### src/rtl/sample_decimator.sv
// sample_decimator: keeps every DECIM_FACTOR-th valid sample (window sum when SAMPLE_DECIMATOR_ACCUM_EN is defined) in a FWFT FIFO.
// Latency: a kept sample is presented on out_data/out_valid one cycle after its input edge.
// Backpressure: the input is never stalled; a kept sample that meets a full FIFO with no pop is dropped and counted.
module sample_decimator #(
    parameter int DECIM_FACTOR = 4,
    parameter int FIFO_DEPTH   = 4
) (
    input  logic        clk,
    input  logic        rst_n,
    input  logic [31:0] in,
    input  logic        in_valid,
    output logic [31:0] out_data,
    output logic        out_valid,
    input  logic        out_ready,
    output logic        overflow,
    output logic [15:0] drop_count
);
    localparam int PW = (DECIM_FACTOR > 1) ? $clog2(DECIM_FACTOR) : 1;
    localparam logic [PW-1:0] LAST_PHASE = PW'(DECIM_FACTOR - 1);

    logic [PW-1:0] phase;
    logic          keep;
    logic          pop;
    logic          full;
    logic [31:0]   keep_val;

    assign keep = in_valid && (phase == LAST_PHASE);
    assign pop  = out_valid && out_ready;

    always_ff @(posedge clk or negedge rst_n) begin
        if (!rst_n) begin
            phase <= '0;
        end else if (in_valid) begin
            phase <= keep ? '0 : phase + 1'b1;
        end
    end

`ifdef SAMPLE_DECIMATOR_ACCUM_EN
    logic [31:0] acc;

    // The current sample is folded in combinationally so the keep value covers the whole window.
    assign keep_val = acc + in;

    always_ff @(posedge clk or negedge rst_n) begin
        if (!rst_n) begin
            acc <= '0;
        end else if (in_valid) begin
            acc <= keep ? '0 : keep_val;
        end
    end
`else
    assign keep_val = in;
`endif

    always_ff @(posedge clk or negedge rst_n) begin
        if (!rst_n) begin
            overflow   <= 1'b0;
            drop_count <= '0;
        end else if (keep && full && !pop) begin
            overflow <= 1'b1;
            if (drop_count != 16'hFFFF) begin
                drop_count <= drop_count + 16'd1;
            end
        end
    end

    sample_fifo #(
        .WIDTH (32),
        .DEPTH (FIFO_DEPTH)
    ) u_fifo (
        .clk       (clk),
        .rst_n     (rst_n),
        .push      (keep),
        .push_data (keep_val),
        .pop       (pop),
        .head      (out_data),
        .not_empty (out_valid),
        .full      (full)
    );
endmodule

// sample_fifo: generic first-word-fall-through FIFO; head is the oldest entry whenever not_empty.
// Latency: a push is visible at head one cycle later when the FIFO was empty.
// Backpressure: push is ignored when full unless a pop frees the slot in the same cycle.
module sample_fifo #(
    parameter int WIDTH = 32,
    parameter int DEPTH = 4
) (
    input  logic             clk,
    input  logic             rst_n,
    input  logic             push,
    input  logic [WIDTH-1:0] push_data,
    input  logic             pop,
    output logic [WIDTH-1:0] head,
    output logic             not_empty,
    output logic             full
);
    localparam int AW = $clog2(DEPTH);

    logic [WIDTH-1:0] mem [DEPTH];
    logic [AW-1:0]    wr_ptr;
    logic [AW-1:0]    rd_ptr;
    logic [AW:0]      count;
    logic             do_push;
    logic             do_pop;

    assign not_empty = (count != '0);
    assign full      = (count == (AW+1)'(DEPTH));
    assign do_pop    = pop && not_empty;
    assign do_push   = push && (!full || do_pop);
    assign head      = mem[rd_ptr];

    always_ff @(posedge clk or negedge rst_n) begin
        if (!rst_n) begin
            wr_ptr <= '0;
            rd_ptr <= '0;
            count  <= '0;
            for (int i = 0; i < DEPTH; i++) begin
                mem[i] <= '0;
            end
        end else begin
            if (do_push) begin
                mem[wr_ptr] <= push_data;
                wr_ptr      <= wr_ptr + 1'b1;
            end
            if (do_pop) begin
                rd_ptr <= rd_ptr + 1'b1;
            end
            case ({do_push, do_pop})
                2'b10:   count <= count + 1'b1;
                2'b01:   count <= count - 1'b1;
                default: count <= count;
            endcase
        end
    end
endmodule
### config.mk
export PLATFORM = sky130hd
export DESIGN_NAME = sample_decimator
export DESIGN_NICKNAME = d
export VERILOG_FILES = /design/src/rtl/sample_decimator.sv
export SDC_FILE = /design/constraint.sdc
export NUM_CORES = 1
export LEC_CHECK = 0
export ABC_AREA = 1
export CORE_ASPECT_RATIO = 0.6
export CORE_MARGIN = 2
export CORE_UTILIZATION = 61
export CTS_BUF_LIST = sky130_fd_sc_hd__clkbuf_16
export DETAILED_ROUTE_END_ITERATION = 10
export PLACE_DENSITY = 0.86
export SKIP_LAST_GASP = 1
export SLEW_MARGIN = 5
export SYNTH_ARGS = -nofsm -noshare
export SYNTH_HDL_FRONTEND = slang
export SYNTH_SLANG_ARGS = --single-unit
### constraint.sdc
create_clock -name clk -period 2.4 [get_ports clk]
set_input_delay 0.24 -clock clk [delete_from_list [all_inputs] [get_ports clk]]
set_output_delay 0.24 -clock clk [all_outputs]
set_load 0.01 [all_outputs]
Word-level counts from Yosys, hierarchy flattened:

Cells that the tools add are included.
W data, S select, Z words.

* $add $sub $neg: 6
* magnitude comparators: 3
* multiply operators: 0
* mux-type cells: 8
* divide/modulo/power cells: 0
* equality and inequality tests: 5
* shift-type cells: 0
* bitwise operators: 2
* reduce and logical (&&, ||, !) cells: 13

Operators with widths (count)
* $bwmux W128: 1
* $mux W32: 3
* $bmux W32 S2: 1
* $demux W32 S2: 1
* $add A16 B1 Y16 const B: 1
* $ne A16 B16 Y1 const B: 1
* $logic_and A1 B1 Y1: 7
* $add A2 B1 Y2 const B: 3
* $ge A3 B3 Y1 const B: 2
* $not A2 Y3: 2
* $pmux W3 S2: 1
* $eq A2 B2 Y1 const B: 2
* $add A3 B1 Y3 const B: 1
* $eq A3 B3 Y1 const B: 1
* $lt A3 B1 Y1 const B: 1
* $reduce_bool A3 Y1: 1
* $sub A3 B1 Y3 const B: 1
* $eq A2 B1 Y1 const B: 1
* $logic_not A1 Y1: 2
* $mux W2: 1
* $reduce_and A2 Y1: 1
* $reduce_bool A2 Y1: 1
* $logic_or A1 B1 Y1: 1

* latch bits: 0
* output and inout port bits: 50
* bits in registers: 154
* logic and storage cells: 47
* memories: 0
* RAM bits: 0
* bits of input ports: 36
* bits in read-only memories: 0

Logic depth before layout (Yosys ltp):

Gate-level depths: netlist of run 1.

* word-level depth: 7
* depth in mapped cells: 9
* depth with buffers taken out: 9

Cells and area by module:

A second synthesis of run 1 with hierarchy kept.

* cell total of the unflattened synthesis: 840
* area, all modules: 7432.1 um2

By module, submodules not included
* sample_fifo: times used 1, cells each 672, area an instance 6249.7 um2, seq. area each 3378.2 um2
* sample_decimator: times used 1, cells each 168, area an instance 1182.4 um2, seq. area each 475.5 um2

Worst setup path before layout of run 1:

OpenSTA, ideal clock, no wires.

* path kind: flip-flop to flip-flop
* from: reg phase[0]
* to: reg u_fifo.count[1]
* path slack: 0.813 ns
* clock period less this slack: 1.587 ns
* data arrival time: 1.461 ns
* library setup time: 0.127 ns
* stages on the path, launching flop included: 8
* buffers on the path: 0
* required time: 2.273 ns
* cells stage by stage: dfrtp_1 > ha_1 > nand2_4 > nand3_1 > fa_1 > inv_1 > nand2_1 > o21ai_0

* word-level cells in the longest chain between the ends: 5
* elaborated cells between the ends (all ways): 7
* classes of those cells: eq/ne (3); mux (1); reduce/logical (3)

Ends and longest elaborated chain
* start: declaration: RTL line 21 `logic [PW-1:0] phase;`
* start signal: assignment: RTL line 34 `phase <= keep ? '0 : phase + 1'b1;`
* $eq A2 B2 Y1 *: RTL line 27 `assign keep = in_valid && (phase == LAST_PHASE);`
* $logic_and A1 B1 Y1 *: RTL line 27
* $logic_and A1 B1 Y1 *: RTL line 110 `assign do_push = push && (!full || do_pop);`
* $eq A2 B1 Y1 or $eq A2 B2 Y1 (tied branches): RTL line 129 `case ({do_push, do_pop})`
* $pmux W3 S2 or $reduce_bool A2 Y1 (tied branches)
* end signal: assignment: RTL line 130 `2'b10: count <= count + 1'b1;`
* end signal: assignment: RTL line 131 `2'b01: count <= count - 1'b1;`
* end signal: assignment: RTL line 132 `default: count <= count;`
* end: declaration: RTL line 103 `logic [AW:0] count;`

Every way passes the cells marked *; elsewhere a longest branch is shown, timed or not.
A chain may end at the register's enable or synchronous reset.

Worst setup path in the final report of run 1:

* from: reg u_fifo.rd_ptr[1]
* to: out out_data[30]

* word-level cells in the longest chain between the ends: 4

Ends and longest elaborated chain
* start: declaration: RTL line 102 `logic [AW-1:0] rd_ptr;`
* start signal: assignment: RTL line 127 `rd_ptr <= rd_ptr + 1'b1;`
* $not A2 Y3 (not written as such): RTL line 111 `assign head = mem[rd_ptr];`
* $bmux W32 S2: RTL line 111
* $mux W32 (not written as such) (2 in series): RTL line 111
* end: declaration: RTL line 12 `output logic [31:0] out_data,`

Every way passes these cells. The select of a mux whose other input is x is not followed.

==> results of run 1 <==
## area by class of cell
cell class | count | share of cell area
Clock inverter | 14 | 0.01921
Inverter | 25 | 0.01120
Timing Repair Buffer | 111 | 0.1277
Sequential cell | 154 | 0.4110
Tap cell | 165 | 0.02201
Clock buffer | 17 | 0.04535
Multi-Input combinational cell | 701 | 0.3636
## cells in the final DEF, fill, tap and decap left out, drive strengths merged
master / synthesis / final
clkdlybuf4s50: 0 / 80
o21ai: 203 / 203
xor2: 5 / 5
clkinv: 1 / 10
xnor2: 5 / 5
nand4: 4 / 4
dfrtp: 154 / 154
ha: 6 / 6
a21oi: 3 / 3
o22ai: 32 / 32
bufinv: 0 / 4
nor2: 94 / 94
or2: 1 / 1
nand3: 4 / 4
nand2: 342 / 342
mux2: 1 / 1
clkinvlp: 0 / 1
inv: 24 / 24
clkbuf: 22 / 18
dlymetal6s2s: 0 / 4
dlygate4sd3: 0 / 1
fa: 1 / 1
buf: 38 / 25
## per-layer routing
| layer | vias up | track usage | routed length, um |
|---|---|---|---|
| met5 | - | 0 | 0 |
| met4 | 0 | 0.09127 | 277 |
| met3 | 38 | 0.07236 | 2059 |
| met2 | 416 | 0.4762 | 9269 |
| met1 | 3323 | 0.4616 | 8954 |
| li1 | 3213 | - | - |
## flip-flops by register name (all words and copies together), names as in the netlist
signal         flops
drop_count        16
overflow           1
phase              2
u_fifo.count       3
u_fifo.mem       128
u_fifo.rd_ptr      2
u_fifo.wr_ptr      2
## through the flow
stage,worst slack [ns],util,setup TNS [ns],instances,hold slack (ns)
global placement,0.4604,0.7153,0,1154,0.2538
global route,-0.008694,0.7702,-0.008694,1187,0.3993
floorplan,0.8127,-,0,940,-0.05559
finish,0.09552,0.7702,0,1187,0.3670
CTS,0.01961,0.7661,0,1186,0.3833
detailed placement,0.4439,0.7153,0,1154,0.2596
## timing repair
item,4_1_cts,5_1_grt
gates resized for setup,2,9
setup endpoints to repair,5,19
gates cloned,0,1
endpoints found under the hold margin,56,0
hold buffers,1,0
## worst register-to-register path, stage by stage, from the launching register on
cell and delay [ns]:
sky130_fd_sc_hd__dfrtp_1 0.40, sky130_fd_sc_hd__ha_1 0.24, sky130_fd_sc_hd__nand2_4 0.13, sky130_fd_sc_hd__clkinv_2 0.13, sky130_fd_sc_hd__nand2_8 0.30, sky130_fd_sc_hd__buf_12 0.33
sky130_fd_sc_hd__o21ai_0 0.15, sky130_fd_sc_hd__nand2_1 0.08
## power breakdown
group | switching, mW | internal [mW] | leakage (nW) | total, mW
registers | 0.708 | 3.66 | 1.97 | 4.37
clock network | 1.06 | 1.72 | 0.295 | 2.78
logic | 3.35 | 2.40 | 2.17 | 5.75
total | 5.12 | 7.78 | 4.44 | 12.9
## cell families after synthesis
family | share of synthesized area
AOI/OAI and AO/OA | 0.1823
xor gates and xnor gates | 0.01137
adders and majority gates | 0.01235
buffers and inverters | 0.05686
DFF | 0.5003
muxes | 0.001462
and+or+nand+nor | 0.2354
## worst paths after layout
path / start / to
hold / removal: rst_n / u_fifo.mem[58]$_DFFE_PN0P_
setup reg to reg: phase[0]$_DFFE_PN0P_ / u_fifo.mem[17]$_DFFE_PN0P_
hold reg to reg: overflow$_DFFE_PN0P_ / overflow$_DFFE_PN0P_
max in group asynchronous: rst_n / u_fifo.mem[17]$_DFFE_PN0P_
setup / recovery: u_fifo.rd_ptr[1]$_DFFE_PN0P_ / out_data[30]
min in group clk: in[12] / u_fifo.mem[76]$_DFFE_PN0P_
==> results.txt, run 1 <==
----------------------------------------------------
[Status]
  Run status ... completed

[Power]
  Pwr dens ... 1376 mW/mm^2
  Peak VDD IR ... 0.0008771 V
  Leakage power summed over all cells ... 4.438 nW
  Tot Pwr ... 12.90 mW

[Routing]
  Average wire per standard cell ... 17.32 um
  Iter 0 DRT Violations ... 793
  Antenna Nets Post-Route ... 0
  Final routed DRC violation total ... 0
  Detailed-route via count ... 6,990
  First-pass DRT Iterations ... 7
  Wire length reported by the detailed router ... 20,560 um
  Drt via density ... 5.889

[Critical path]
  Buffers and inverters on the worst path ... 2
  Critical Path Max Stage Delay ... 0.58 ns
  Endpoint arrival time on the critical path ... 2.06 ns
  Critical path required time ... 2.16 ns
  CP Cell Sequence ... buf_8 > o21ai_0 > o22ai_1 > clkdlybuf4s50_1
  Critical path launch point type ... flip-flop
  Register-to-Register Setup Slack ... 0.58 ns
  Critical Path Stages ... 4
  Category of the critical setup timing path ... flip-flop to output pin
  Crit path capture type ... output pin
  Cells on worst reg2reg path ... 7
  Max FO, Critical Path ... 33
  Critical path's slowest cell ... sky130_fd_sc_hd__clkdlybuf4s50_1
  Critical path's top delay family ... buffers and inverters

[Place]
  Port Buffers ... 85
  Total placed instance area ... 0.008712 mm^2
  Post-detailed-placement half-perimeter wirelength ... 12,360 um
  Final weighted congestion in routability-driven placement ... 0.8534

[CTS]
  Clock edge transition at the registers on the reported setup and hold paths ... 0.06 ns
  CTS tree ... yes
  Cell chosen for the clock root ... sky130_fd_sc_hd__clkbuf_16
  # clock sinks ... 154
  CTS H-tree lvls ... 4
  Later-pin clock latency in the skew report ... 0.42 ns
  Number of CTS-inserted buffers ... 17
  Maximum buffer depth of the clock tree ... 2
  Post-CTS setup buffers ... 0

[Finish]
  Summed area of non-filler cells in the final layout ... 0.009380 mm^2
  Final #Nets ... 1,053
  Ratio of cells with drive above 1 in the final layout ... 0.1194
  Area taken by multi-input logic gates ... 0.003411 mm^2
  Area growth from synthesis to layout ... 21.78%
  N_diodes ... 0
  Total area of sequential cells ... 0.003855 mm^2
  Total of fill cells in the finished design ... 814

[Yosys]
  Fraction of the yosys area taken by sequential cells ... 0.5003
  Commonest cells in the netlist ... sky130_fd_sc_hd__nand2_1, sky130_fd_sc_hd__dfrtp_1, sky130_fd_sc_hd__o21ai_0
  Cell type with the largest total area after synthesis ... sky130_fd_sc_hd__dfrtp_1
  Synthesized flop and latch total ... 154
  Leading cell types by total area after synthesis ... sky130_fd_sc_hd__dfrtp_1, sky130_fd_sc_hd__nand2_1, sky130_fd_sc_hd__o21ai_0
  Primary FF master, synth ... sky130_fd_sc_hd__dfrtp_1
  Synthesis warning total ... 0
  Share of async-settable or async-resettable flops after synthesis ... 1.000
  Syn nets ... 983
  Most frequently used cell type in the post-synthesis netlist ... sky130_fd_sc_hd__nand2_1
  Count of mapped cells out of synthesis ... 940
  Share of the synthesized area in the top cell type ... 0.5003
  Post-synth cell types ... 30
  Cell Area, Synth ... 0.007702 mm^2
  Number of enable-type register cells in the synthesized netlist ... 0
  Syn_area_per_cell ... 8.194 um^2

[Die]
  Height of the die ... 91.04 um
  Core region area ... 0.01218 mm^2
  Standard-cell row count ... 31
  Initial cell density of the core ... 0.6324
  Floorplan die width ... 149.1 um
  Die ar. ... 0.01357 mm^2
  I/O Pins ... 86

[STA]
  Setup repair after global routing missed its margin ... true
  Pins over their slew limit ... 0
  Achievable frequency ... 433.9 MHz
  Fin crit period ... 2.304 ns
  Relative slew slack ... 0.6194
  Setup Skew ... 0.008945 ns
  Fin. Hold Viols ... 0
  Final setup fails ... 0
  Transition at the pin with the smallest max-transition slack ... 0.5709 ns
  Final period utilization ... 0.9602

[Global routing]
  First-pass GRT wire length ... 33,950 um
  Via count of the first global-routing pass ... 6,685
  Remaining Overflow, GRT ... 0
  Maximum number of pins on one net before global-route repair ... 66
  Antenna violations before repair ... 0
  GRT Util Overall ... 0.3161

[Run]
  Max-Cap Viols ... 0

[Worst hold path]
  Worst Hold Class ... input pin to asynchronous set/reset pin

----------------------------------------------------
Power figures use the tool's default switching activity.
==> run 2: changes to the inputs <==
--- a/config.mk
+++ b/config.mk
@@ -13,7 +13,7 @@
 export DETAILED_ROUTE_END_ITERATION = 10
 export PLACE_DENSITY = 0.86
 export SKIP_LAST_GASP = 1
-export SLEW_MARGIN = 5
+export SLEW_MARGIN = 40
 export SYNTH_ARGS = -nofsm -noshare
 export SYNTH_HDL_FRONTEND = slang
 export SYNTH_SLANG_ARGS = --single-unit
==> results of run 2 <==
No change in the layout: final DEF, timing and power equal those of run 1.
==> run 3: changes to the inputs <==
==> config.mk (replaced) <==
export PLATFORM = sky130hd
export DESIGN_NAME = sample_decimator
export DESIGN_NICKNAME = d
export VERILOG_FILES = /design/src/rtl/sample_decimator.sv
export SDC_FILE = /design/constraint.sdc
export NUM_CORES = 1
export LEC_CHECK = 0
export CORE_ASPECT_RATIO = 0.6
export CORE_MARGIN = 3
export CORE_UTILIZATION = 60
export CTS_BUF_LIST = sky130_fd_sc_hd__clkbuf_16
export DETAILED_ROUTE_END_ITERATION = 10
export PLACE_DENSITY = 0.85
export SLEW_MARGIN = 40
export SYNTH_ARGS = -nofsm -noshare
export SYNTH_HDL_FRONTEND = slang
export SYNTH_SLANG_ARGS = --single-unit
==> run 3 against run 2 <==
Net effect: power down 8.0%; final cell count down 42%; die area down 5.6%; count of clock-buffer cells in the layout unchanged; clock skew up 0.0024 ns; utilization up 3.7 points; clock power down 2%; final area down 6.7%; first-iteration DRC count down 78%; synthesized area down 11%; largest cell class unchanged; highest routed layer unchanged; critical path type unchanged.
==> results.txt, run 3 <==
----------------------------------------------------
[STA]
  Setup Skew ... 0.01139 ns
  Fin. Hold Viols ... 0
  Achievable frequency ... 427.5 MHz
  Fin crit period ... 2.339 ns
  Final period utilization ... 0.9747
  Pins over their slew limit ... 0
  Final setup fails ... 0
  Setup repair after global routing missed its margin ... true
  Transition at the pin with the smallest max-transition slack ... 0.6127 ns
  Relative slew slack ... 0.5916

[CTS]
  Post-CTS setup buffers ... 0
  CTS tree ... yes
  Clock edge transition at the registers on the reported setup and hold paths ... 0.07 ns
  Cell chosen for the clock root ... sky130_fd_sc_hd__clkbuf_16
  CTS H-tree lvls ... 4
  Maximum buffer depth of the clock tree ... 2
  # clock sinks ... 154
  Number of CTS-inserted buffers ... 17
  Later-pin clock latency in the skew report ... 0.41 ns

[Die]
  Die ar. ... 0.01281 mm^2
  Height of the die ... 88.87 um
  Core region area ... 0.01085 mm^2
  Standard-cell row count ... 29
  Initial cell density of the core ... 0.6329
  I/O Pins ... 86
  Floorplan die width ... 144.1 um

[Routing]
  First-pass DRT Iterations ... 4
  Average wire per standard cell ... 21.11 um
  Iter 0 DRT Violations ... 171
  Drt via density ... 5.951
  Antenna Nets Post-Route ... 0
  Wire length reported by the detailed router ... 14,650 um
  Final routed DRC violation total ... 0
  Detailed-route via count ... 4,130

[Power]
  Pwr dens ... 1356 mW/mm^2
  Peak VDD IR ... 0.0007910 V
  Leakage power summed over all cells ... 3.867 nW
  Tot Pwr ... 11.87 mW

[Finish]
  Max reg flops ... 128
  Summed area of non-filler cells in the final layout ... 0.008753 mm^2
  Non-filler cells in the finished layout ... 694
  Biggest register ... u_fifo.mem
  Total of fill cells in the finished design ... 603
  N_diodes ... 0
  Ratio of cells with drive above 1 in the final layout ... 0.4144
  Most common cell after layout, fill and taps aside ... sky130_fd_sc_hd__dfrtp_1
  Area growth from synthesis to layout ... 27.48%
  Largest registers ... u_fifo.mem x128, drop_count x16, u_fifo.count x3
  Final #Nets ... 585
  Top library cells by usage in the layout, fill and taps aside ... sky130_fd_sc_hd__dfrtp_1, sky130_fd_sc_hd__mux2_2, sky130_fd_sc_hd__clkdlybuf4s50_1
  Final Util ... 0.8068

[Critical path]
  Critical path's top delay family ... buffers and inverters
  Buffers and inverters on the worst path ... 2
  Critical path's slowest cell ... sky130_fd_sc_hd__mux4_2
  Endpoint arrival time on the critical path ... 2.10 ns
  Cells on worst reg2reg path ... 4
  Critical path required time ... 2.16 ns
  Critical path launch point type ... flip-flop
  Critical Path Max Stage Delay ... 0.51 ns
  Crit path capture type ... output pin
  Register-to-Register Setup Slack ... 0.15 ns
  Category of the critical setup timing path ... flip-flop to output pin
  Reg-to-reg critical path startpoint ... u_fifo.count[0]$_DFFE_PN0P_
  Crit Reg-Reg Endpoint ... drop_count[14]$_DFFE_PN0P_
  Max FO, Critical Path ... 11
  CP Cell Sequence ... clkbuf_16 > mux4_2 > clkdlybuf4s50_1

[Place]
  # placed instances ... 660
  Final weighted congestion in routability-driven placement ... 0.7590
  Port Buffers ... 85
  Total placed instance area ... 0.008103 mm^2
  Post-detailed-placement half-perimeter wirelength ... 9302 um

[Run]
  Max-Cap Viols ... 0

[Yosys]
  Cell type with the largest total area after synthesis ... sky130_fd_sc_hd__dfrtp_1
  Syn nets ... 481
  Synthesis warning total ... 0
  Synthesized flop and latch total ... 154
  Share of async-settable or async-resettable flops after synthesis ... 1.000
  Leading cell types by total area after synthesis ... sky130_fd_sc_hd__dfrtp_1, sky130_fd_sc_hd__mux2_2, sky130_fd_sc_hd__mux4_2
  Primary FF master, synth ... sky130_fd_sc_hd__dfrtp_1
  Count of mapped cells out of synthesis ... 438
  Share of the synthesized area in the top cell type ... 0.5612
  Most frequently used cell type in the post-synthesis netlist ... sky130_fd_sc_hd__dfrtp_1
  Post-synth cell types ... 38
  Fraction of the yosys area taken by sequential cells ... 0.5612
  Cell Area, Synth ... 0.006867 mm^2
  Commonest cells in the netlist ... sky130_fd_sc_hd__dfrtp_1, sky130_fd_sc_hd__mux2_2, sky130_fd_sc_hd__mux4_2
  Number of enable-type register cells in the synthesized netlist ... 0
  Syn_area_per_cell ... 15.68 um^2

[Global routing]
  Remaining Overflow, GRT ... 0
  Via count of the first global-routing pass ... 4,427
  Maximum number of pins on one net before global-route repair ... 64
  Antenna violations before repair ... 0
  GRT Util Overall ... 0.2459
  First-pass GRT wire length ... 23,810 um

[Worst hold path]
  Worst Hold Class ... input pin to asynchronous set/reset pin

[Status]
  Run status ... completed

----------------------------------------------------
-- run 3: changes by cell type in the layout (fill, tap and decap cells not counted), sizes merged, moves of 4 or more --
| cell | previous run | this run |
|---|---|---|
| nor4 | 0 | 4 |
| mux2 | 1 | 132 |
| nor2 | 94 | 5 |
| inv | 24 | 11 |
| clkinv | 10 | 4 |
| o22ai | 32 | 0 |
| xnor2 | 5 | 14 |
| o21ai | 203 | 7 |
| nand2 | 342 | 13 |
| mux4 | 0 | 32 |
-- run 3: power by group --
| part | leakage [nW] | total [mW] | internal (mW) | switching [mW] |
|---|---|---|---|---|
| Clock | 0.287 | 2.72 | 1.64 | 1.08 |
| Combinational | 1.64 | 4.72 | 2.97 | 1.75 |
| Sequential | 1.94 | 4.43 | 3.75 | 0.678 |
-- run 3: what timing repair did --
item	4_1_cts	5_1_grt
hold endpoints to repair	60	0
cloned	0	1
endpoints found under the setup margin	1	3
hold buffers	1	0
gates resized for setup	1	4
-- run 3: metal layers --
metal  track usage  vias up  part of all wire  wire length (um)
li1              -     1850                 -                 -
met1        0.3427     2180              0.47              6833
met2        0.3996       94              0.49              7216
met3       0.05022        6             0.036               525
met4       0.07436        0            0.0053                77
met5             0        -                 0                 0
-- run 3: worst reg2reg max path, delay by kind of cell (launching register included) --
kind	cells	cell delay [ns]
and+or+nand+nor	3	1.50
DFF	1	0.45
xor gates and xnor gates	1	0.21
-- run 3: cell families (layout without fill, tap and decap cells) --
| group | count (synthesis) | in the layout | synth area share |
|---|---|---|---|
| mux | 164 | 164 | 0.3214 |
| flops | 154 | 154 | 0.5612 |
| simple gates | 44 | 44 | 0.04136 |
| buf+inv | 29 | 146 | 0.01749 |
| compound gates | 20 | 20 | 0.01913 |
| xor+xnor | 20 | 20 | 0.02551 |
| fa+ha+maj | 7 | 7 | 0.01385 |
-- run 3: area by class of cell --
type,count,area (um^2),area share
well taps,139,173.9,0.01987
repair buffers,108,1200,0.1371
multi-input cells,255,2903,0.3316
clock inverters,15,172.7,0.01973
flip-flops and latches,154,3856,0.4405
inverters,6,22.52,0.002573
clock buffers,17,425.4,0.04860
-- run 3: worst max path at each step --
stage | slack [ns] | startpoint | end | cells past startpoint
floorplan | 0.24 | phase[0]$_DFFE_PN0P_ | u_fifo.mem[100]$_DFFE_PN0P_ | 7
global placement | 0.07 | out_ready | drop_count[9]$_DFFE_PN0P_ | 5
detailed placement | 0.04 | out_ready | drop_count[9]$_DFFE_PN0P_ | 5
CTS | 0.03 | u_fifo.rd_ptr[0]$_DFFE_PN0P_ | out_data[16] | 3
global route | -0.006 | u_fifo.rd_ptr[0]$_DFFE_PN0P_ | out_data[22] | 3
finish | 0.06 | u_fifo.rd_ptr[0]$_DFFE_PN0P_ | out_data[17] | 3
-- run 3: stage by stage --
step | worst slack [ns] | setup TNS (ns) | hold slack [ns]
after global placement | 0.06783 | 0 | 0.2673
after floorplan | 0.2403 | 0 | -0.05559
after global routing | -0.006035 | -0.006035 | 0.4279
after CTS | 0.02967 | 0 | 0.4118
final | 0.06068 | 0 | 0.3800
after detailed placement | 0.04423 | 0 | 0.2792
